### src/rtl/mips_uart_rx.sv
`default_nettype none
// +--------------------------------------------------------------------------+
// | mips_uart_rx : 16x-oversampled 8N1 (8E1 with MIPS_UART_RX_PARITY_EN)       |
// |                serial receiver feeding the MIPS debug unit ready/data pair |
// | Revision     : 1.0                                                       |
// +--------------------------------------------------------------------------+
module mips_uart_rx #(
  parameter int DATA_BITS  = 8,
  parameter int BAUD_DIV   = 326,
  parameter int OVERSAMPLE = 16
) (
  input  logic                 clk,
  input  logic                 reset,
  input  logic                 i_rx,
  input  logic                 i_rx_reset,
  output logic                 o_rx_ready,
  output logic [DATA_BITS-1:0] o_rx_data,
  output logic                 o_rx_frame_err,
  output logic                 o_rx_overrun,
  output logic                 o_rx_parity_err
);

  localparam int C_BAUD_W = (BAUD_DIV > 1) ? $clog2(BAUD_DIV) : 1;
  localparam int C_S_W    = $clog2(OVERSAMPLE);
  localparam int C_N_W    = (DATA_BITS > 1) ? $clog2(DATA_BITS) : 1;

  localparam logic [C_BAUD_W-1:0] C_BAUD_LAST = C_BAUD_W'(BAUD_DIV - 1);
  localparam logic [C_S_W-1:0]    C_S_HALF    = C_S_W'(OVERSAMPLE / 2 - 1);
  localparam logic [C_S_W-1:0]    C_S_LAST    = C_S_W'(OVERSAMPLE - 1);
  localparam logic [C_N_W-1:0]    C_N_LAST    = C_N_W'(DATA_BITS - 1);

  typedef enum logic [2:0] {
    ST_IDLE   = 3'd0,
    ST_START  = 3'd1,
    ST_DATA   = 3'd2,
`ifdef MIPS_UART_RX_PARITY_EN
    ST_PARITY = 3'd3,
`endif
    ST_STOP   = 3'd4
  } state_t;

  logic                 r_sync1;
  logic                 r_sync2;
  logic                 w_rx_s;
  logic [C_BAUD_W-1:0]  r_baud_cnt;
  logic                 w_tick;
  logic                 r_armed;

  state_t               r_state;
  state_t               w_state_nx;
  logic [C_S_W-1:0]     r_s;
  logic [C_S_W-1:0]     w_s_nx;
  logic [C_N_W-1:0]     r_n;
  logic [C_N_W-1:0]     w_n_nx;
  logic [DATA_BITS-1:0] r_shift;
  logic [DATA_BITS-1:0] w_shift_nx;

  logic                 w_start;
  logic                 w_done_ok;
  logic                 w_frame_bad;
`ifdef MIPS_UART_RX_PARITY_EN
  logic                 r_par_bad;
  logic                 w_par_bad_nx;
  logic                 w_par_flag;
`endif

  // Line idles high, so the synchroniser resets to 1 to avoid a false start.
  always_ff @(posedge clk or posedge reset) begin
    if (reset) begin
      r_sync1 <= 1'b1;
      r_sync2 <= 1'b1;
    end else begin
      r_sync1 <= i_rx;
      r_sync2 <= r_sync1;
    end
  end

  assign w_rx_s = r_sync2;

  always_ff @(posedge clk or posedge reset) begin
    if (reset) begin
      r_baud_cnt <= '0;
    end else if (r_baud_cnt == C_BAUD_LAST) begin
      r_baud_cnt <= '0;
    end else begin
      r_baud_cnt <= r_baud_cnt + 1'b1;
    end
  end

  assign w_tick = (r_baud_cnt == C_BAUD_LAST);

  // Dropping armed on a frame error keeps a stuck-low line from retriggering.
  always_ff @(posedge clk or posedge reset) begin
    if (reset) begin
      r_armed <= 1'b0;
    end else if (w_rx_s) begin
      r_armed <= 1'b1;
    end else if (w_start || w_frame_bad) begin
      r_armed <= 1'b0;
    end
  end

  always_ff @(posedge clk or posedge reset) begin
    if (reset) begin
      r_state <= ST_IDLE;
      r_s     <= '0;
      r_n     <= '0;
      r_shift <= '0;
    end else begin
      r_state <= w_state_nx;
      r_s     <= w_s_nx;
      r_n     <= w_n_nx;
      r_shift <= w_shift_nx;
    end
  end

`ifdef MIPS_UART_RX_PARITY_EN
  always_ff @(posedge clk or posedge reset) begin
    if (reset) begin
      r_par_bad <= 1'b0;
    end else begin
      r_par_bad <= w_par_bad_nx;
    end
  end
`endif

  always_comb begin
    w_state_nx   = r_state;
    w_s_nx       = r_s;
    w_n_nx       = r_n;
    w_shift_nx   = r_shift;
    w_start      = 1'b0;
    w_done_ok    = 1'b0;
    w_frame_bad  = 1'b0;
`ifdef MIPS_UART_RX_PARITY_EN
    w_par_bad_nx = r_par_bad;
    w_par_flag   = 1'b0;
`endif
    case (r_state)
      ST_IDLE: begin
        if (r_armed && !w_rx_s) begin
          w_start    = 1'b1;
          w_s_nx     = '0;
          w_state_nx = ST_START;
        end
      end
      ST_START: begin
        if (w_tick) begin
          if (r_s == C_S_HALF) begin
            if (!w_rx_s) begin
              w_s_nx     = '0;
              w_n_nx     = '0;
              w_state_nx = ST_DATA;
            end else begin
              w_state_nx = ST_IDLE;
            end
          end else begin
            w_s_nx = r_s + 1'b1;
          end
        end
      end
      ST_DATA: begin
        if (w_tick) begin
          if (r_s == C_S_LAST) begin
            w_s_nx     = '0;
            w_shift_nx = {w_rx_s, r_shift[DATA_BITS-1:1]};
            if (r_n == C_N_LAST) begin
`ifdef MIPS_UART_RX_PARITY_EN
              w_state_nx = ST_PARITY;
`else
              w_state_nx = ST_STOP;
`endif
            end else begin
              w_n_nx = r_n + 1'b1;
            end
          end else begin
            w_s_nx = r_s + 1'b1;
          end
        end
      end
`ifdef MIPS_UART_RX_PARITY_EN
      ST_PARITY: begin
        if (w_tick) begin
          if (r_s == C_S_LAST) begin
            w_s_nx       = '0;
            w_par_bad_nx = w_rx_s ^ (^r_shift);
            w_state_nx   = ST_STOP;
          end else begin
            w_s_nx = r_s + 1'b1;
          end
        end
      end
`endif
      ST_STOP: begin
        if (w_tick) begin
          if (r_s == C_S_LAST) begin
            w_state_nx = ST_IDLE;
            if (!w_rx_s) begin
              w_frame_bad = 1'b1;
            end
`ifdef MIPS_UART_RX_PARITY_EN
            else if (r_par_bad) begin
              w_par_flag = 1'b1;
            end
`endif
            else begin
              w_done_ok = 1'b1;
            end
          end else begin
            w_s_nx = r_s + 1'b1;
          end
        end
      end
      default: begin
        w_state_nx = ST_IDLE;
      end
    endcase
  end

  // Clear is applied first so a completion on the same edge takes priority.
  always_ff @(posedge clk or posedge reset) begin
    if (reset) begin
      o_rx_ready     <= 1'b0;
      o_rx_data      <= '0;
      o_rx_frame_err <= 1'b0;
      o_rx_overrun   <= 1'b0;
    end else begin
      if (i_rx_reset) begin
        o_rx_ready     <= 1'b0;
        o_rx_frame_err <= 1'b0;
        o_rx_overrun   <= 1'b0;
      end
      if (w_done_ok) begin
        o_rx_data  <= r_shift;
        o_rx_ready <= 1'b1;
        if (o_rx_ready) begin
          o_rx_overrun <= 1'b1;
        end
      end
      if (w_frame_bad) begin
        o_rx_frame_err <= 1'b1;
      end
    end
  end

`ifdef MIPS_UART_RX_PARITY_EN
  always_ff @(posedge clk or posedge reset) begin
    if (reset) begin
      o_rx_parity_err <= 1'b0;
    end else if (w_par_flag) begin
      o_rx_parity_err <= 1'b1;
    end else if (i_rx_reset) begin
      o_rx_parity_err <= 1'b0;
    end
  end
`else
  assign o_rx_parity_err = 1'b0;
`endif

endmodule
`default_nettype wire

### config.mk
export PLATFORM = sky130hd
export DESIGN_NAME = mips_uart_rx
export DESIGN_NICKNAME = d
export VERILOG_FILES = /design/src/rtl/mips_uart_rx.sv
export SDC_FILE = /design/constraint.sdc
export NUM_CORES = 1
export LEC_CHECK = 0
export ABC_AREA = 0
export CAP_MARGIN = 20
export CORE_ASPECT_RATIO = 1.1
export CORE_MARGIN = 3
export CORE_UTILIZATION = 53
export DETAILED_ROUTE_END_ITERATION = 8
export PLACE_DENSITY = 0.79
export SLEW_MARGIN = 20
export SYNTH_ARGS = -nofsm -noshare
export SYNTH_HDL_FRONTEND = slang
export SYNTH_SLANG_ARGS = --single-unit
### constraint.sdc
create_clock -name clk -period 5.3 [get_ports clk]
set_clock_uncertainty 0.15 [all_clocks]
set_input_delay 0.795 -clock clk [delete_from_list [all_inputs] [get_ports clk]]
set_output_delay 0.795 -clock clk [all_outputs]
set_load 0.05 [all_outputs]
==> results.sh, run 1 <==
export IMPL_core_area_mm2=0.00350
export IMPL_critPathBufInv=1
export IMPL_final_period_utilization_pct=47.1
export IMPL_cp_arrival_ns=1.55
export IMPL_grt_pass1_wl_um=6470
export IMPL_boundaryPins=16
export IMPL_post_synth_main_area_contributors="sky130_fd_sc_hd__dfrtp_1, sky130_fd_sc_hd__mux2_2, sky130_fd_sc_hd__ha_1, sky130_fd_sc_hd__dfstp_2, sky130_fd_sc_hd__mux2_4"
export IMPL_timing_final_max_slew_violations=0
export IMPL_drv_cap=0
export IMPL_leakage_nw=1.03
export IMPL_crit_family="buffers and inverters"
export IMPL_cts_hold_buffers=0
export IMPL_achievable_freq_mhz=400
export IMPL_mapped_area_mm2=0.00202
export IMPL_holdCritStartpoint="r_sync1"
export IMPL_route_vias_total=1274
export IMPL_detailed_place_hpwl_um=2540
export IMPL_chipHeight_um=70.8
export IMPL_globalplace_congestion=0.877
export IMPL_grt_ovfl_total=0
export IMPL_synth_edf_count=0
export IMPL_clk_latency_ns=0.37
export IMPL_yosys_cell_types_count=51
export IMPL_nets=190
export IMPL_cts_sink_count=41
export IMPL_cts_setup_buffers=0
export IMPL_post_drt_via_cell_ratio=5.54
export IMPL_grt_antenna_before_repair=0
export IMPL_min_to="r_sync2"
export IMPL_avgSynthCellArea_um2=12.2
export IMPL_groute_usage_overall_pct=18.1
export IMPL_placed_area_mm2=0.00218
export IMPL_cp_cell_sequence="clkdlybuf4s50_1"
export IMPL_via_count_of_the_first_global_routing_pass=1441
export IMPL_worst_r2r_path_depth=5
export IMPL_synth_ff_type="sky130_fd_sc_hd__dfrtp_1"
export IMPL_post_route_drc_count=0
export IMPL_placement_io_buffers=14
export IMPL_worst_setup_hold_path_clk_slew_ns=0.12
export IMPL_initial_drt_pass_iterations=4
export IMPL_grt_start_max_net_pins=42
export IMPL_seq_area_frac_synth_pct=50.8
export IMPL_synthesis_nets=175
export IMPL_drt_first_iter_violations=23
export IMPL_cts_buffers_inserted=5
export IMPL_critPathMaxStageDelay_ns=0.81
export IMPL_fp_dieArea_mm2=0.00460
export IMPL_class_of_the_most_critical_hold_timing_path="reg -> reg"
export IMPL_area_overhead_of_the_layout_relative_to_synthesis_pct=12.9
export IMPL_timing_final_setup_violations=0
export IMPL_mostFrequentLayoutCell="sky130_fd_sc_hd__dfrtp_1"
export IMPL_most_frequent_cells_in_the_layout="sky130_fd_sc_hd__dfrtp_1, sky130_fd_sc_hd__mux2_2, sky130_fd_sc_hd__clkdlybuf4s50_1"
export IMPL_crit_reg2reg_launch="r_state[0]"
export IMPL_hold_violations=0
export IMPL_htree_num_levels=2
export IMPL_route_final_wire_length_um=3590
export IMPL_layout_setup_ws_ns=2.80
export IMPL_cts_resized=0
export IMPL_ys_seq_elements=41
export IMPL_area_of_all_placed_cells_without_fillers_mm2=0.00228
export IMPL_die_width_um=64.9
export IMPL_tritoncts="yes"
export IMPL_cp_max_fo=2
export IMPL_detail_route_wl_per_cell_um=15.6
export IMPL_holdWs_ns=0.216
export IMPL_outcome="finished clean"
export IMPL_path_class="reg -> out"
export IMPL_rsz0062_at_grt="false"
export IMPL_place_worst_setup_slack_ns=3.15
export IMPL_critical_path_startpoint_type="flop"
export IMPL_asyncSetResetFlopFracSynth_pct=100
export IMPL_synth_top_cell_by_area="sky130_fd_sc_hd__dfrtp_1"
export IMPL_std_cell_rows=22
export IMPL_powerDensity_mw_per_mm2=369
export IMPL_synth_top_cell_area_share_pct=48.2
export IMPL_post_route_cells_drive_above_1_share_pct=23.1
export IMPL_vdd_ir_drop_max_mv=0.292
export IMPL_crit_required_ns=4.36
export IMPL_detail_route_antenna_nets=0
export IMPL_min_tclk_post_route_ns=2.50
export IMPL_worst_setup_path_end_kind="output port"
export IMPL_yosys_warnings=0
export IMPL_cpMaxStageDelayCell="sky130_fd_sc_hd__clkdlybuf4s50_1"
export IMPL_slew_limit_headroom_pct=60.1
export IMPL_min_delay_path_depth=0
export IMPL_rr_endpoint="r_state[2]"
export IMPL_synthesis_instances=166
export IMPL_starting_density_pct=57.9
export IMPL_cts_buffer_depth=2
export IMPL_ff2ff_setup_slack_ns=3.12
export IMPL_clock_root_buffer_master="sky130_fd_sc_hd__clkbuf_4"
export IMPL_totalNegativeSetupSlack_ns=0
export IMPL_insertedDiodeCount=0
export IMPL_worst_slew_pin_transition_ns=0.598
how the worst max path moves through the flow:
stage	startpoint	to	cells past startpoint
floorplan	reset	o_rx_data[0]	1
global placement	o_rx_data[0]	o_rx_data[0]	1
detailed placement	r_state[0]	r_state[2]	5
CTS	o_rx_data[7]	o_rx_data[7]	1
global route	o_rx_data[7]	o_rx_data[7]	1
finish	o_rx_data[2]	o_rx_data[2]	1
cell usage after synthesis, types with 2 or more instances:
cell and instances:
sky130_fd_sc_hd__a22oi_1 2, sky130_fd_sc_hd__dfrtp_1 39, sky130_fd_sc_hd__o21ai_0 6, sky130_fd_sc_hd__buf_6 2, sky130_fd_sc_hd__nand2_1 7, sky130_fd_sc_hd__and3_1 4
sky130_fd_sc_hd__ha_1 5, sky130_fd_sc_hd__nor3_1 2, sky130_fd_sc_hd__mux2_2 14, sky130_fd_sc_hd__xnor2_1 5, sky130_fd_sc_hd__nor2_1 12, sky130_fd_sc_hd__nor3b_4 2
sky130_fd_sc_hd__buf_4 3, sky130_fd_sc_hd__inv_1 10, sky130_fd_sc_hd__xor2_1 3, sky130_fd_sc_hd__nand3_1 8, sky130_fd_sc_hd__dfstp_2 2, sky130_fd_sc_hd__mux2_4 3
sky130_fd_sc_hd__mux2i_1 3, sky130_fd_sc_hd__a21oi_1 2, sky130_fd_sc_hd__nand4_1 2
logic make-up after synthesis:
family          count (synthesis)  share of synthesized area [%]
flops                          41                           50.8
buf+inv                        18                           4.70
other cells                     1                          0.185
xor+xnor                        8                           3.46
fa+ha+maj                       5                           3.09
compound gates                 25                           10.8
simple gates                   48                           15.5
mux                            20                           11.5
through the flow:
stage / total power, mW / std cells / utilization (%)
after floorplan: 0.559 / 166 / -
after global placement: 0.572 / 222 / 62.3
after detailed placement: 0.590 / 222 / 62.3
after CTS: 0.846 / 230 / 65.4
after global routing: 0.884 / 230 / 65.4
final: 0.844 / 230 / 65.4
layer usage:
metal,global-route usage (%),part of all wire [%]
met4,10.3,2.1
met1,22.0,43
met2,29.1,51
met5,0,0
met3,4.76,3.7
area by class of cell:
class	count	area [um^2]
Clock buffer	5	37.5
Clock inverter	3	68.8
Fill cell	276	1210
Inverter	11	41.3
Multi-Input combinational cell	107	901
Sequential cell	41	1030
Tap cell	48	60.1
Timing Repair Buffer	15	148
sequential cells by signal (all words and copies together) (netlist names):
register,count
o_rx_frame_err,1
r_baud_cnt,9
r_state,3
r_s,4
o_rx_overrun,1
r_n,3
r_shift,8
r_sync2,1
o_rx_data,8
o_rx_ready,1
r_armed,1
r_sync1,1
power by group:
group,switching (mW),internal (mW)
logic,0.109,0.0925
clock network,0.108,0.148
registers,0.0530,0.333
Power figures use the tool's default switching activity.
==> run 2: changes to the inputs <==
==> constraint.sdc (replaced) <==
create_clock -name clk -period 2.3 [get_ports clk]
set_clock_uncertainty 0.15 [all_clocks]
set_input_delay 0.345 -clock clk [delete_from_list [all_inputs] [get_ports clk]]
set_output_delay 0.345 -clock clk [all_outputs]
set_load 0.05 [all_outputs]
==> results.sh, run 2 (synthesized netlist as in run 1, its figures left out) <==
export IMPL_crit_reg2reg_launch="r_s[1]"
export IMPL_leakage_nw=1.02
export IMPL_clock_root_buffer_master="sky130_fd_sc_hd__clkbuf_4"
export IMPL_hold_violations=0
export IMPL_place_worst_setup_slack_ns=0.208
export IMPL_grt_start_max_net_pins=17
export IMPL_cp_cell_sequence="ha_1, nand3_1, a22oi_1, o211ai_1, nor2_2, mux2_2"
export IMPL_worst_slew_pin_transition_ns=0.540
export IMPL_crit_family="compound AO/OA/AOI/OAI gates"
export IMPL_final_period_utilization_pct=91.6
export IMPL_cts_hold_buffers=0
export IMPL_powerDensity_mw_per_mm2=767
export IMPL_timing_final_setup_violations=0
export IMPL_timing_final_max_slew_violations=0
export IMPL_cts_setup_buffers=0
export IMPL_drt_first_iter_violations=27
export IMPL_die_width_um=64.9
export IMPL_boundaryPins=16
export IMPL_cts_sink_count=41
export IMPL_rsz0062_at_grt="false"
export IMPL_core_area_mm2=0.00350
export IMPL_post_drt_via_cell_ratio=5.49
export IMPL_route_vias_total=1269
export IMPL_p_switching_mw=0.590
export IMPL_cp_arrival_ns=2.21
export IMPL_chipHeight_um=70.8
export IMPL_path_class="reg -> reg"
export IMPL_critPathBufInv=0
export IMPL_grt_ovfl_total=0
export IMPL_clock_power_share_pct=21.8
export IMPL_cts_buffer_depth=2
export IMPL_detail_route_wl_per_cell_um=15.3
export IMPL_largest_register_ff_count=9
export IMPL_placed_area_mm2=0.00219
export IMPL_cp_max_fo=7
export IMPL_cts_buffers_inserted=5
export IMPL_detail_route_antenna_nets=0
export IMPL_insertedDiodeCount=0
export IMPL_grt_antenna_before_repair=0
export IMPL_class_of_the_most_critical_hold_timing_path="in -> async"
export IMPL_detailed_place_hpwl_um=2600
export IMPL_fill_cells=270
export IMPL_grt_pass1_wl_um=6290
export IMPL_area_of_all_placed_cells_without_fillers_mm2=0.00225
export IMPL_std_cell_rows=22
export IMPL_route_final_wire_length_um=3530
export IMPL_pwr_share_comb_pct=27.8
export IMPL_worst_setup_hold_path_clk_slew_ns=0.12
export IMPL_rr_endpoint="r_n[0]"
export IMPL_worst_r2r_path_depth=6
export IMPL_area_overhead_of_the_layout_relative_to_synthesis_pct=11.2
export IMPL_power_switching_share_pct=34.2
export IMPL_worst_setup_path_end_kind="flop"
export IMPL_cts_resized=0
export IMPL_fp_dieArea_mm2=0.00460
export IMPL_initial_drt_pass_iterations=4
export IMPL_outcome="finished clean"
export IMPL_final_seq_area_mm2=0.00103
export IMPL_crit_required_ns=2.40
export IMPL_totalNegativeSetupSlack_ns=0
export IMPL_critPathMaxStageDelay_ns=0.40
export IMPL_vdd_ir_drop_max_mv=0.549
export IMPL_critical_path_startpoint_type="flop"
export IMPL_post_route_cells_drive_above_1_share_pct=23.5
export IMPL_nets=192
export IMPL_clk_latency_ns=0.35
export IMPL_cpMaxStageDelayCell="sky130_fd_sc_hd__dfrtp_1"
export IMPL_most_frequent_cells_in_the_layout="sky130_fd_sc_hd__dfrtp_1, sky130_fd_sc_hd__mux2_2, sky130_fd_sc_hd__clkdlybuf4s50_1"
export IMPL_slew_limit_headroom_pct=64.0
export IMPL_design_internal_power_mw=1.14
export IMPL_achievable_freq_mhz=474
export IMPL_globalplace_congestion=0.857
export IMPL_starting_density_pct=57.9
export IMPL_drv_cap=0
export IMPL_footprint_of_the_multi_input_gates_um2=901
export IMPL_biggestRegsByFlops="r_baud_cnt x9, o_rx_data x8, r_shift x8"
export IMPL_mostFrequentLayoutCell="sky130_fd_sc_hd__dfrtp_1"
export IMPL_htree_num_levels=2
export IMPL_min_tclk_post_route_ns=2.11
export IMPL_via_count_of_the_first_global_routing_pass=1340
export IMPL_post_route_drc_count=0
export IMPL_ff2ff_setup_slack_ns=0.19
export IMPL_max_flop_register="r_baud_cnt"
export IMPL_layout_setup_ws_ns=0.192
export IMPL_tritoncts="yes"
export IMPL_p_seq_share_pct=50.4
export IMPL_placement_io_buffers=14
export IMPL_groute_usage_overall_pct=17.7
-- run 2: changes by cell type in the layout (fill, tap and decap cells not counted), sizes merged --
cell      previous run  this run
clkbuf               5         6
buf                  1         3
clkinvlp             0         1
bufinv               2         0
inv                 12        11
-- run 2: layer usage --
| layer | GRT usage (%) | vias to the layer above | part of all wire [%] |
|---|---|---|---|
| met5 | 0 | - | 0 |
| li1 | - | 616 | - |
| met4 | 8.22 | 0 | 2.1 |
| met3 | 4.60 | 9 | 4.3 |
| met1 | 22.9 | 616 | 44 |
| met2 | 27.7 | 28 | 49 |
-- run 2: per-stage QoR --
| stage | std cells | util, % | total power [mW] | hold WS, ns |
|---|---|---|---|---|
| finish | 231 | 64.4 | 1.73 | 0.147 |
| global route | 231 | 64.4 | 1.85 | 0.171 |
| CTS | 231 | 64.4 | 1.74 | 0.153 |
| detailed placement | 224 | 62.7 | 1.37 | 0.199 |
| global placement | 224 | 62.7 | 1.34 | 0.196 |
| floorplan | 166 | - | 1.29 | 0.195 |
-- run 2: area by class of cell --
cell class,count,share of cell area [%]
Tap cell,48,2.67
Sequential cell,41,45.7
Clock inverter,1,0.333
Timing Repair Buffer,17,7.22
Clock buffer,6,2.28
Inverter,11,1.83
Multi-Input combinational cell,107,40.0
-- run 2: worst max path at each step --
| stage | startpoint | to | cells after the start |
|---|---|---|---|
| after floorplan | r_s[0] | r_n[0] | 6 |
| after global routing | r_state[2] | r_s[3] | 5 |
| after CTS | r_state[2] | r_s[3] | 5 |
| after global placement | r_state[1] | r_state[2] | 4 |
| final | r_s[1] | r_n[0] | 6 |
| after detailed placement | r_s[1] | r_n[0] | 6 |
-- run 2: power by group through the flow --
stage	Combinational, mW	Sequential (mW)	Clock, mW
floorplan	0.463	0.826	0
global placement	0.461	0.878	0
detailed placement	0.478	0.887	0
CTS	0.482	0.871	0.390
global route	0.543	0.884	0.419
finish	0.480	0.871	0.376
